[src/rtl/bus_responder_pkg.sv]
// Shared types and constants for the bus responder slice.
// State encoding and wait-state limits used by the FSM and its bus interface.
package bus_responder_pkg;

  typedef enum logic [1:0] {
    S_IDLE,
    S_WAIT,
    S_DONE,
    S_RECOVER
  } state_t;

  localparam int unsigned WAIT_MAX = 15;

  // Counter preload for a given wait count, clamped to the legal range
  function automatic logic [3:0] wait_load(int unsigned n);
    int unsigned c;
    c = (n > WAIT_MAX) ? WAIT_MAX : n;
    return (c == 0) ? 4'd0 : 4'(c - 1);
  endfunction

endpackage

[src/rtl/bus_responder_if.sv]
// Initiator/responder bus bundle for the word responder.
// The master drives the request; the slave returns data and status.
interface bus_responder_if;

  logic [31:0] addr;
  logic [31:0] wdata;
  logic        r;
  logic [3:0]  w;
  logic [31:0] rdata;
  logic        ready;
  logic        busy;

  modport master (
    output addr, wdata, r, w,
    input  rdata, ready, busy
  );

  modport slave (
    input  addr, wdata, r, w,
    output rdata, ready, busy
  );

endinterface

[src/rtl/bus_responder_ram.sv]
// Word storage with per-byte write enables and a combinational read.
// Contents are never reset.
module bus_word_ram #(
  parameter int unsigned DEPTH_LOG2 = 6
) (
  input  logic                  clk,
  input  logic                  we,
  input  logic [3:0]            be,
  input  logic [DEPTH_LOG2-1:0] idx,
  input  logic [31:0]           wdata,
  output logic [31:0]           rdata
);

  logic [31:0] mem [2**DEPTH_LOG2];

  always_ff @(posedge clk) begin
    if (we) begin
      for (int i = 0; i < 4; i++) begin
        if (be[i]) mem[idx][8*i +: 8] <= wdata[8*i +: 8];
      end
    end
  end

  assign rdata = mem[idx];

endmodule

[src/rtl/bus_responder.sv]
// Wait-stated single-word bus responder over a decoded address window.
// One request at a time; a held request is serviced once.
module bus_responder
  import bus_responder_pkg::*;
#(
  parameter logic [31:0] BASE_ADDR   = 32'h0000_0000,
  parameter int unsigned DEPTH_LOG2  = 6,
  parameter int unsigned WAIT_CYCLES = 2
) (
  input logic            clk,
  input logic            rst,
  bus_responder_if.slave bus
);

  localparam bit         HAS_WAIT = WAIT_CYCLES != 0;
  localparam logic [3:0] LOAD     = wait_load(WAIT_CYCLES);

  state_t      state, state_n;
  logic [3:0]  cnt, cnt_n;
  logic        take;

  logic [29:0] lat_addr;
  logic [31:0] lat_wdata;
  logic        lat_r;
  logic [3:0]  lat_w;
  logic        err;

  logic [29:0]           woff;
  logic [DEPTH_LOG2-1:0] idx;
  logic                  hit;
  logic                  is_wr;
  logic                  conflict;
  logic                  we;
  logic [31:0]           ram_q;
  logic                  unused;

  // Decode on word offsets; the byte lane bits never matter
  assign woff     = lat_addr - BASE_ADDR[31:2];
  assign hit      = (woff >> DEPTH_LOG2) == '0;
  assign idx      = woff[DEPTH_LOG2-1:0];
  assign conflict = lat_r && (lat_w != '0);
  assign is_wr    = !lat_r && (lat_w != '0);
  assign we       = (state == S_DONE) && !rst && hit && is_wr;
  assign unused   = ^{bus.addr[1:0], err};

  always_comb begin
    state_n = state;
    cnt_n   = cnt;
    take    = 1'b0;
    unique case (state)
      S_IDLE: begin
        if (bus.r || (bus.w != '0)) begin
          take = 1'b1;
          if (HAS_WAIT) begin
            state_n = S_WAIT;
            cnt_n   = LOAD;
          end else begin
            state_n = S_DONE;
          end
        end
      end
      S_WAIT: begin
        if (cnt == '0) state_n = S_DONE;
        else           cnt_n   = cnt - 4'd1;
      end
      S_DONE: begin
        state_n = S_RECOVER;
      end
      S_RECOVER: begin
        if (!bus.r && (bus.w == '0)) state_n = S_IDLE;
      end
      default: state_n = S_IDLE;
    endcase
  end

  always_ff @(posedge clk) begin
    if (rst) begin
      state     <= S_IDLE;
      cnt       <= '0;
      lat_addr  <= '0;
      lat_wdata <= '0;
      lat_r     <= 1'b0;
      lat_w     <= '0;
      err       <= 1'b0;
    end else begin
      state <= state_n;
      cnt   <= cnt_n;
      if (take) begin
        lat_addr  <= bus.addr[31:2];
        lat_wdata <= bus.wdata;
        lat_r     <= bus.r;
        lat_w     <= bus.w;
      end
      if ((state == S_DONE) && (!hit || conflict)) err <= 1'b1;
    end
  end

  bus_word_ram #(
    .DEPTH_LOG2(DEPTH_LOG2)
  ) u_ram (
    .clk   (clk),
    .we    (we),
    .be    (lat_w),
    .idx   (idx),
    .wdata (lat_wdata),
    .rdata (ram_q)
  );

  assign bus.ready = state == S_DONE;
  assign bus.busy  = state != S_IDLE;
  assign bus.rdata = ((state == S_DONE) && hit) ? ram_q : '0;

endmodule

[src/flat_wrapper.sv]
// flat-port wrapper written by rule: the top's interface ports become plain ports
module bus_responder_flat import bus_responder_pkg::*;
#(
  parameter logic [31:0] BASE_ADDR   = 32'h0000_0000,
  parameter int unsigned DEPTH_LOG2  = 6,
  parameter int unsigned WAIT_CYCLES = 2
)
  (clk, rst, bus_addr, bus_wdata, bus_r, bus_w, bus_rdata, bus_ready, bus_busy);
  bus_responder_if bus_i ();
  input logic clk;
  input logic rst;
  input wire logic [$bits(bus_i.addr)-1:0] bus_addr;
  input wire logic [$bits(bus_i.wdata)-1:0] bus_wdata;
  input wire logic [$bits(bus_i.r)-1:0] bus_r;
  input wire logic [$bits(bus_i.w)-1:0] bus_w;
  output wire logic [$bits(bus_i.rdata)-1:0] bus_rdata;
  output wire logic [$bits(bus_i.ready)-1:0] bus_ready;
  output wire logic [$bits(bus_i.busy)-1:0] bus_busy;
  assign bus_i.addr = bus_addr;
  assign bus_i.wdata = bus_wdata;
  assign bus_i.r = bus_r;
  assign bus_i.w = bus_w;
  assign bus_rdata = bus_i.rdata;
  assign bus_ready = bus_i.ready;
  assign bus_busy = bus_i.busy;
  bus_responder #(.BASE_ADDR(BASE_ADDR), .DEPTH_LOG2(DEPTH_LOG2), .WAIT_CYCLES(WAIT_CYCLES)) u_core (.clk(clk), .rst(rst), .bus(bus_i));
endmodule
[config.mk]
export PLATFORM = sky130hd
export DESIGN_NAME = bus_responder_flat
export DESIGN_NICKNAME = d
export VERILOG_FILES = /design/src/rtl/bus_responder_pkg.sv /design/src/rtl/bus_responder_if.sv /design/src/rtl/bus_responder_ram.sv /design/src/rtl/bus_responder.sv /design/src/flat_wrapper.sv
export SDC_FILE = /design/constraint.sdc
export NUM_CORES = 2
export LEC_CHECK = 0
export CORE_ASPECT_RATIO = 1.4
export CORE_MARGIN = 1.5
export CORE_UTILIZATION = 45
export DETAILED_ROUTE_END_ITERATION = 8
export DONT_BUFFER_PORTS = 1
export PLACE_DENSITY = 0.71
export SYNTH_ARGS = -nofsm -noshare
export SYNTH_HDL_FRONTEND = slang
export SYNTH_SLANG_ARGS = --single-unit
[constraint.sdc]
create_clock -name clk -period 3.96 [get_ports clk]
set_input_delay 0.792 -clock clk [delete_from_list [all_inputs] [get_ports clk]]
set_output_delay 0.792 -clock clk [all_outputs]
set_load 0.05 [all_outputs]
==> results.txt <==
----------------------------------------------------
[Outcome]
  Run status ... finished with violations
  Violations in the final reports ... DRC, setup timing

[Timing]
  Post-route fraction of the period consumed by the critical path ... 108%
  Final Max Slew Viols ... 0
  Post-route worst setup slack ... -0.307 ns
  Largest clock skew in the final design ... roughly 0.025 ns
  Number of hold violations in the final report ... 0
  Transition at the pin with the smallest max-transition slack ... roughly 1.4 ns
  Max_slew headroom ... approximately 7.2%
  Total Negative Setup Slacks ... -5.65 ns
  Unrepaired setup endpoints after global routing ... true
  Time the final worst path needs with I/O delays and setup ... between 4 and 5 ns
  Timing-limited maximum frequency ... around 230 MHz
  Final-report setup violation count ... 32

[Floorplanning]
  Die ar. ... around 190000 sq um
  Vertical die dimension ... approximately 500 um
  Row Count ... between 150 and 200
  Number of I/O pins ... about 110
  Width of the chip ... 365 um
  Initial Utilization ... a little under half
  Std-Cell Core Area ... roughly 180000 sq um

[Global routing]
  Global-route track usage on met2 ... 39.0%
  Via count of the first global-routing pass ... between 40k and 50k
  Most heavily used metal layer in global routing ... met2
  Wire length of the first global-routing pass ... about 320 mm
  GR Util met3 ... under 10%
  Total gr overflow ... 0
  GRT Util Overall ... ~24%
  Maximum number of pins on one net before global-route repair ... 66
  Met1 usage ... 30.0%
  Number of antenna violations at the first check in global routing ... 8

[Yosys]
  Number of warnings issued by yosys ... 0
  Number of enable-type register cells in the synthesized netlist ... about 2.0k
  Count of distinct cell types in the synthesized netlist ... 60
  Main combinational cell family by area after synthesis ... multiplexers
  Portion of the post-synthesis area used by sequential elements ... roughly three quarters
  Syn Nets ... 4078
  Cell with the most instances after synthesis ... edfxtp_1
  Flip-flop cell with the highest count after synthesis ... edfxtp_1
  Synth Register Bits ... 2127
  Portion of synthesized cell area occupied by the leading cell type ... ~74%
  Cell type with the largest total area after synthesis ... edfxtp_1
  Compound-gate portion of the synthesized area ... under 10%
  Post-Synth XOR/XNOR Area ... 0.0212%
  Cell area after technology mapping ... 82600 sq um
  Post-synthesis async set-or-reset flop share ... 0%
  Avg Inst Size Synth ... around 21 sq um
  Ranking of synthesized cells by area ... edfxtp_1 74%, mux4_2 15%, mux2i_1 2.0%
  Share of synthesized cell area in and, or, nand and nor gates ... about 3.3%
  Cells after synthesis ... approximately 4.0k
  Adder-Cell Fraction of Synth Area ... 0.0758%
  Mux share of post-synthesis cell area ... 16.8%
  Top cell types by occurrence after synthesis ... 2048 x edfxtp_1, 532 x mux4_2, 294 x nor2_1

[Placed design]
  Final HPWL DP ... 141 mm
  Setup Slack @ Placement ... roughly 0.13 ns
  PortBufs ... 0
  Routability congestion estimate ... between 0.9 and 1

[Setup path]
  Sort of element at the start of the critical path ... register
  Required time worst endpoint ... 3.17 ns
  Sort of element at the end of the critical path ... output pin
  Arrival time worst endpoint ... around 3.5 ns
  Crit Path Class ... register to output pin
  Reg-to-reg slack, setup ... around 0.54 ns
  Highest net fanout along the worst path ... 7

[Routing]
  Antenna-violating nets left ... 0
  Detail-routed net length per standard cell ... 31.8 um
  Starting DRT DRC Count ... around 6k
  Overall via count from detail_route ... 43.3k
  Drc violations ... about 150
  Iteration count of the initial detailed-routing pass ... 9
  Final WL ... about 230 mm
  Vias per cell ... between 6 and 7

[Finish]
  Share of layout cells above drive strength 1 ... between 30% and 40%
  Final Core Density ... between 50% and 60%
  Number of fill cells in the layout ... ~14k
  Number of nets in the layout ... roughly 4.6k
  Area overhead of the layout relative to synthesis ... 18.5%

[Clock network]
  Clock latency on the worst-skew pair ... between 0.8 and 0.9 ns
  CTS tree ... built
  Sink count of the clock tree ... roughly 2.1k
  Clk buf depth ... 3
  Root Driver ... clkbuf_16
  TritonCTS Buffers ... between 150 and 200
  CTS H-tree lvls ... 4
  Clock Pin Slew Worst Setup and Hold Paths ... approximately 0.07 ns

[Run]
  MaxCap Viol Count ... 0

[Pwr]
  Reported leakage power ... about 0.031 uW
  Maximum resistive drop on vdd ... a little under 0.001 V
  Pwr dens ... approximately 600 nW/um^2

[Hold path]
  Worst hold path class ... input port to register

----------------------------------------------------
## power breakdown
part | switching (uW) | total, uW | internal, uW
clock | 8060 | 17800 | 9720
combinational | 6830 | 12400 | 5610
sequential | 1590 | 28000 | 26400
total | 16500 | 58300 | 41800
## final cells by class
| cell class | instances | area (sq um) | area share (%) |
|---|---|---|---|
| clock inverters | 108 | 1110 | 1.13 |
| diodes | 14 | 35.0 | 0.0358 |
| inverters | 9 | 41.3 | 0.0422 |
| well taps | 2431 | 3040 | 3.11 |
| flip-flops and latches | 2127 | 63100 | 64.5 |
| clock buffers | 222 | 4720 | 4.83 |
| multi-input cells | 1635 | 19400 | 19.9 |
| repair buffers | 603 | 6310 | 6.45 |
## critical path, stage by stage, from the launching register on
cell,delay [ns]
dfxtp_4,0.37
buf_12,0.14
buf_16,0.16
buf_12,0.16
buf_6,0.15
mux4_2,0.52
mux4_2,0.54
mux2i_1,0.25
o22ai_2,0.15
buf_6,0.19
## stage by stage
| step | cell area [sq um] | hold slack [ns] | std cells | power [uW] |
|---|---|---|---|---|
| after floorplan | 82600 | 0.436 | 4002 | 34200 |
| after global placement | 89200 | 0.420 | 6699 | 38600 |
| after detailed placement | 89200 | 0.423 | 6699 | 38900 |
| after CTS | 97400 | 0.000177 | 7122 | 57900 |
| after global routing | 97800 | 0.0263 | 7138 | 59600 |
| final | 97800 | 0.0597 | 7149 | 58300 |
## registers in the layout (all words and copies together) (netlist names), named ones only
| name | cells |
|---|---|
| u_core.cnt | 4 |
| u_core.lat_addr | 30 |
| u_core.lat_r | 1 |
| u_core.lat_w | 4 |
| u_core.lat_wdata | 32 |
| u_core.state | 2 |
| u_core.u_ram.mem | 2048 |
## cells by family after synthesis
group,Yosys count
simple gates,670
buf+inv,240
compound gates,242
flops,2127
mux,716
xor+xnor,2
fa+ha+maj,5
## worst paths after layout
kind,startpoint,end,cells past startpoint
worst max-delay path,register,bus_rdata[23],9
worst min register to register,u_core.lat_wdata[14],u_core.u_ram.mem[54][14],0
worst max register to register,u_core.state[0],u_core.u_ram.mem[61][20],10
worst min-delay path,rst,u_core.lat_r,1
## routing by layer
layer  part of all wire [%]  vias to the layer above  routed length (um)
met2                     49                     2719              110000
met5                  0.076                        -                 172
met3                    9.9                      599               22600
li1                       -                    17500                   -
met4                    6.9                        5               15700
met1                     35                    22500               78600
## cells in the final DEF, fill, tap and decap left out, types with 8 or more instances in the layout
cell,instances
dfxtp_1,40
clkinvlp_4,10
buf_6,30
buf_16,23
a21oi_1,91
nor2b_1,9
nor2_1,281
buf_12,73
clkbuf_16,187
nor2_2,8
nand2_1,281
diode_2,14
clkinv_2,37
buf_4,455
clkinv_1,26
a22oi_1,14
mux2_2,21
mux4_2,532
nor3_1,8
clkbuf_1,38
dfxtp_2,34
nor3b_1,8
mux2i_1,129
buf_8,10
mux2i_2,19
bufinv_16,18
a221oi_1,10
edfxtp_1,2048
mux2i_4,15
nand3_1,15
## what timing repair did
action / 4_1_cts / 5_1_grt
hold buffers: 3 / 0
pin swaps: 46 / 28
hold endpoints to repair: 42 / 0
endpoints found under the setup margin: 32 / 32
gates resized for setup: 220 / 49
gates cloned: 16 / 6
buffers inserted: 77 / 9
Power figures use the tool's default switching activity.
